**config.mk**
```make
export PLATFORM = sky130hd
export DESIGN_NAME = controle_temporizador
export DESIGN_NICKNAME = d
export VERILOG_FILES = /design/src/rtl/controle_temporizador.sv
export SDC_FILE = /design/constraint.sdc
export NUM_CORES = 1
export LEC_CHECK = 0
export BUFFER_PORTS_ARGS = -buffer_cell sky130_fd_sc_hd__buf_4
export CAP_MARGIN = 5
export CORE_AREA = 3 3 70 121
export CTS_BUF_LIST = sky130_fd_sc_hd__clkbuf_4 sky130_fd_sc_hd__clkbuf_8
export DETAILED_ROUTE_END_ITERATION = 6
export DIE_AREA = 0 0 73 124
export PLACE_DENSITY_LB_ADDON = 0.2
export SLEW_MARGIN = 30
export SYNTH_ARGS = -nofsm -noshare
export SYNTH_HDL_FRONTEND = slang
export SYNTH_SLANG_ARGS = --single-unit
```
**constraint.sdc**
```tcl
create_clock -name clk -period 3 [get_ports clk]
set_clock_uncertainty 0.1 [all_clocks]
set_input_delay 0.6 -clock clk [delete_from_list [all_inputs] [get_ports clk]]
set_output_delay 0.6 -clock clk [all_outputs]
set_load 0.01 [all_outputs]
```
**src/rtl/controle_temporizador.sv**
```systemverilog
// Countdown-timer controller for the 7-segment decoder: run state, BCD count 00..39,
// and a free-running one-hot digit scan that time-shares the segment bus.
module controle_temporizador #(
   parameter int DIV_TICK = 50_000_000,
   parameter int DIV_SCAN = 50_000
) (
   input  logic       clk,
   input  logic       rst,
   input  logic       iniciar,
   input  logic       pausar,
   input  logic       carregar,
   input  logic [1:0] dez_carga,
   input  logic [3:0] unid_carga,
   output logic [1:0] estado,
   output logic [1:0] dez,
   output logic [3:0] unid,
   output logic [2:0] digito,
   output logic       fim
);

   localparam int TW = (DIV_TICK > 1) ? $clog2(DIV_TICK) : 1;
   localparam int SW = (DIV_SCAN > 1) ? $clog2(DIV_SCAN) : 1;
   localparam logic [TW-1:0] TICK_LAST = TW'(DIV_TICK - 1);
   localparam logic [SW-1:0] SCAN_LAST = SW'(DIV_SCAN - 1);

   typedef enum logic [1:0] {
      PARADO   = 2'b00,
      CONTANDO = 2'b01,
      PAUSA    = 2'b10,
      FIM      = 2'b11
   } estado_t;

   estado_t       estado_r, estado_s;
   logic [1:0]    dez_r, dez_s;
   logic [3:0]    unid_r, unid_s;
   logic [TW-1:0] tick_r, tick_s;
   logic          fim_r, fim_s;
   logic [SW-1:0] scan_r, scan_s;
   logic [2:0]    digito_r, digito_s;

   logic          count_zero_s;
   logic          step_s;
   logic          step_to_zero_s;
   logic [1:0]    dez_dec_s;
   logic [3:0]    unid_dec_s;

   // Units digit of a load request, clamped into BCD range.
   function automatic logic [3:0] satura_unid(input logic [3:0] v);
      if (v > 4'd9) begin
         return 4'd9;
      end else begin
         return v;
      end
   endfunction

   // Single BCD down-step of the current count with units borrow.
   always_comb begin
      count_zero_s   = (dez_r == 2'd0) && (unid_r == 4'd0);
      step_s         = (tick_r == TICK_LAST);
      step_to_zero_s = (dez_r == 2'd0) && (unid_r == 4'd1);
      if (unid_r == 4'd0) begin
         unid_dec_s = 4'd9;
         dez_dec_s  = dez_r - 2'd1;
      end else begin
         unid_dec_s = unid_r - 4'd1;
         dez_dec_s  = dez_r;
      end
   end

   // Next-state logic for run state, count, tick divider and end pulse.
   always_comb begin
      estado_s = estado_r;
      dez_s    = dez_r;
      unid_s   = unid_r;
      tick_s   = tick_r;
      fim_s    = 1'b0;
      case (estado_r)
         PARADO: begin
            if (carregar) begin
               dez_s  = dez_carga;
               unid_s = satura_unid(unid_carga);
            end else if (iniciar && !count_zero_s) begin
               estado_s = CONTANDO;
               tick_s   = {TW{1'b0}};
            end else begin
               estado_s = PARADO;
            end
         end
         CONTANDO: begin
            if (step_s) begin
               tick_s = {TW{1'b0}};
               if (!count_zero_s) begin
                  dez_s  = dez_dec_s;
                  unid_s = unid_dec_s;
               end else begin
                  dez_s  = 2'd0;
                  unid_s = 4'd0;
               end
               // Reaching 00 outranks a simultaneous pause request.
               if (step_to_zero_s || count_zero_s) begin
                  estado_s = FIM;
                  fim_s    = 1'b1;
               end else if (pausar) begin
                  estado_s = PAUSA;
               end else begin
                  estado_s = CONTANDO;
               end
            end else if (pausar) begin
               estado_s = PAUSA;
            end else begin
               tick_s = tick_r + TW'(1);
            end
         end
         PAUSA: begin
            if (iniciar && !pausar) begin
               estado_s = CONTANDO;
            end else begin
               estado_s = PAUSA;
            end
         end
         FIM: begin
            if (carregar) begin
               dez_s    = dez_carga;
               unid_s   = satura_unid(unid_carga);
               estado_s = PARADO;
            end else if (iniciar) begin
               estado_s = PARADO;
            end else begin
               dez_s  = 2'd0;
               unid_s = 4'd0;
            end
         end
         default: begin
            estado_s = PARADO;
            dez_s    = 2'd0;
            unid_s   = 4'd0;
            tick_s   = {TW{1'b0}};
         end
      endcase
   end

   // Free-running digit scan, independent of the run state.
   always_comb begin
      if (scan_r == SCAN_LAST) begin
         scan_s   = {SW{1'b0}};
         digito_s = {digito_r[1:0], digito_r[2]};
      end else begin
         scan_s   = scan_r + SW'(1);
         digito_s = digito_r;
      end
   end

   // Timer state registers.
   always_ff @(posedge clk) begin
      if (rst) begin
         estado_r <= PARADO;
         dez_r    <= 2'd0;
         unid_r   <= 4'd0;
         tick_r   <= {TW{1'b0}};
         fim_r    <= 1'b0;
      end else begin
         estado_r <= estado_s;
         dez_r    <= dez_s;
         unid_r   <= unid_s;
         tick_r   <= tick_s;
         fim_r    <= fim_s;
      end
   end

   // Scan registers.
   always_ff @(posedge clk) begin
      if (rst) begin
         scan_r   <= {SW{1'b0}};
         digito_r <= 3'b001;
      end else begin
         scan_r   <= scan_s;
         digito_r <= digito_s;
      end
   end

   assign estado = estado_r;
   assign dez    = dez_r;
   assign unid   = unid_r;
   assign digito = digito_r;
   assign fim    = fim_r;

   controle_temporizador_chk u_chk (
      .clk    (clk),
      .rst    (rst),
      .estado (estado_r),
      .dez    (dez_r),
      .unid   (unid_r),
      .digito (digito_r),
      .fim    (fim_r)
   );

endmodule

// Invariants of the timer outputs: one-hot scan, BCD range, single-cycle end pulse.
module controle_temporizador_chk (
   input logic       clk,
   input logic       rst,
   input logic [1:0] estado,
   input logic [1:0] dez,
   input logic [3:0] unid,
   input logic [2:0] digito,
   input logic       fim
);

   a_digito_onehot: assert property (@(posedge clk) disable iff (rst) $onehot(digito));
   a_unid_bcd:      assert property (@(posedge clk) disable iff (rst) unid <= 4'd9);
   a_fim_estado:    assert property (@(posedge clk) disable iff (rst) fim |-> (estado == 2'b11));
   a_fim_pulse:     assert property (@(posedge clk) disable iff (rst) fim |=> !fim);
   a_dez_known:     assert property (@(posedge clk) disable iff (rst) !$isunknown(dez));

endmodule

```
==> impl_metrics.ini <==
[synthesis]
synth_area_leaders = dfxtp_1 36%, nor2_1 4.4%, a21oi_1 4.3%, nand2_1 3.7%, nand4_1 3.1%
ys.warnings.count = 0
netlist.area_leader.share = 0.359
ys_seq_elements = 54
synth_most_common_cell = dfxtp_1
ys.flop_type = dfxtp_1
syn-num-nets = 375
avgSynthCellArea_sq_um = 8.38
async_flop_share = 0
ys_types = 64
yosysSeqAreaShare = 0.359
syn_inst = 359
synth-edff-count = 0
synth.cell_area_sq_um = 3010
synth_commonest_cells = 54 x dfxtp_1, 35 x nor2_1, 30 x nand2_1, 26 x a21oi_1, 17 x nand3_1
netlist.top_cell.by_area = dfxtp_1

[critical_path]
ff2ff_setup_slack_ns = 0.56
path_class = flip-flop to flip-flop
worstSetupEndpoint = tick_r[15]$_SDFFE_PP0P_
cp-start-kind = flip-flop
critical_path.max_fanout = 13
arrival_ns = 2.59
startpoint = unid[0]$_SDFFE_PP0P_
end_kind = flip-flop
required_ns = 3.15
r2r_start = unid[0]$_SDFFE_PP0P_
ff2ff_path_depth = 6
reg2reg_to = tick_r[15]$_SDFFE_PP0P_

[floorplanning]
start_util = 0.395
coreArea_sq_um = 7620
ios = 23
die_area_sq_um = 9050
num_rows = 42
die_x_microns = 73
die_y_microns = 124

[run_status]
status = finished clean

[cts]
cts-root-buf = clkbuf_8
tritoncts = built
cts_sinks = 54
cts_resized = 0
cts_buffers = 5
insertion_delay_ns = 0.33
cts_hold_buf = 0
cts_setup_buffers = 0
clockBufferDepth = 2
h-tree-depth = 2
clk_pin_slew_worst_paths_ns = 0.10

[place]
placedCellCount = 457
port_buffers = 22
gp_congestion = 0.855
place_hpwl_microns = 5610

[cells_and_area]
nNetsFinal = 392
area_growth_pct = 11.7
final_util = 0.441
antenna_cells_inserted = 0
layoutNonFillerInstCount = 465
drive_gt1_frac = 0.146

[sta]
slew_viol_final = 0
relSlewSlack = 0.534
holdWs_ns = 0.376
hold_viol = 0
fin_crit_sh = 0.814
finalSetupViolCount = 0
max_freq_ghz = 0.410
worstMarginPinSlew_ns = 0.695
rsz0062_at_grt = no
fin_crit_ns = 2.44
fin_setup_tns_ns = 0

[route]
postRouteAntennaNets = 0
drc = 0
drt_iter0_markers = 162
vias = 2814
drt-total-wl_microns = 7870
dr.pass1.iters = 5
avgViaCountPerCell = 6.05
wire_per_inst_microns = 16.9

[power_and_ir_drop]
fin_total_pwr_mw = 1.73
power_density_nw_per_um2 = 515
p_leak_nw = 1.13
peakVddDrop_v = 0.000222

[grt]
antenna_found_initial = 0
grt_pass1_vias = 2751
grt_max_degree = 29
track_usage = 0.184
grt_pass1_wl_microns = 13100
grt_remaining_overflow = 0

[min_path]
min-delay-path-class = flip-flop to flip-flop

[job]
max_cap_viol_count = 0
## metal layers
layer / vias to the layer above / GRT usage / wire, microns
li1: 1390 / - / -
met1: 1345 / 0.208 / 3340
met2: 55 / 0.321 / 4000
met3: 24 / 0.0283 / 235
met4: 0 / 0.105 / 294
met5: - / 0 / 0
## worst min path at each step
stage	startpoint	endpoint	slack, ns	cells after the start
floorplan	scan_r[0]$_SDFF_PP0_	scan_r[0]$_SDFF_PP0_	0.33	1
global placement	scan_r[0]$_SDFF_PP0_	scan_r[0]$_SDFF_PP0_	0.35	1
detailed placement	scan_r[0]$_SDFF_PP0_	scan_r[0]$_SDFF_PP0_	0.36	1
CTS	scan_r[0]$_SDFF_PP0_	scan_r[0]$_SDFF_PP0_	0.39	1
global route	tick_r[23]$_SDFFE_PP0P_	tick_r[23]$_SDFFE_PP0P_	0.41	2
finish	scan_r[0]$_SDFF_PP0_	scan_r[0]$_SDFF_PP0_	0.38	1
## state kept, by name (all words and copies together), names as in the netlist
| signal | flops |
|---|---|
| fim | 1 |
| digito | 3 |
| tick_r | 26 |
| estado | 2 |
| scan_r | 16 |
| dez | 2 |
| unid | 4 |
## cells in the final DEF, fill, tap and decap left out, types with 5 or more instances in the layout
cell	n
o31ai_1	12
a311oi_1	5
a21oi_1	26
or3_1	6
nor3_1	12
buf_4	28
nand2_1	30
nand4_1	15
clkbuf_8	5
or4_1	8
nor2_1	35
xor2_1	7
ha_1	5
a31oi_1	5
inv_1	13
and3_1	8
nand3_1	17
xnor2_1	7
dfxtp_1	54
o21ai_0	15
## cells by family (layout without fill, tap and decap cells)
| family | count (synthesis) | in the layout | synth area share |
|---|---|---|---|
| simple gates | 153 | 153 | 0.291 |
| compound gates | 98 | 98 | 0.232 |
| flops | 54 | 54 | 0.359 |
| buf+inv | 32 | 50 | 0.0458 |
| xor+xnor | 14 | 14 | 0.0408 |
| fa+ha+maj | 5 | 5 | 0.0208 |
| mux | 3 | 3 | 0.00998 |
## per-stage QoR
stage          instance area [sq um]  setup WS [ns]
2_1_floorplan                   3010          0.784
3_3_place_gp                    3240          0.615
3_5_place_dp                    3240          0.575
4_1_cts                         3360          0.548
5_1_grt                         3360          0.385
6_report                        3360          0.558
## report_power, final
group	switching, mW	internal, mW
registers	0.0469	0.741
clock network	0.269	0.255
logic	0.267	0.150
total	0.583	1.15
## layout make-up
cell class | instances | area, sq um
clock buffer | 5 | 68.8
clock inverter | 3 | 48.8
fill | 768 | 4260
inverter | 14 | 52.6
multi-input combinational | 273 | 1790
sequential | 54 | 1080
tap | 88 | 110
timing repair buffer | 28 | 210
## worst max-delay path, stage by stage (launching register included)
cell and delay (ns):
dfxtp_1 0.41, inv_1 0.11, ha_1 0.23, nor3b_2 0.21
a221o_1 0.50, or4b_1 0.59, a221oi_2 0.21
No activity file was read; power rests on OpenSTA's default activity.
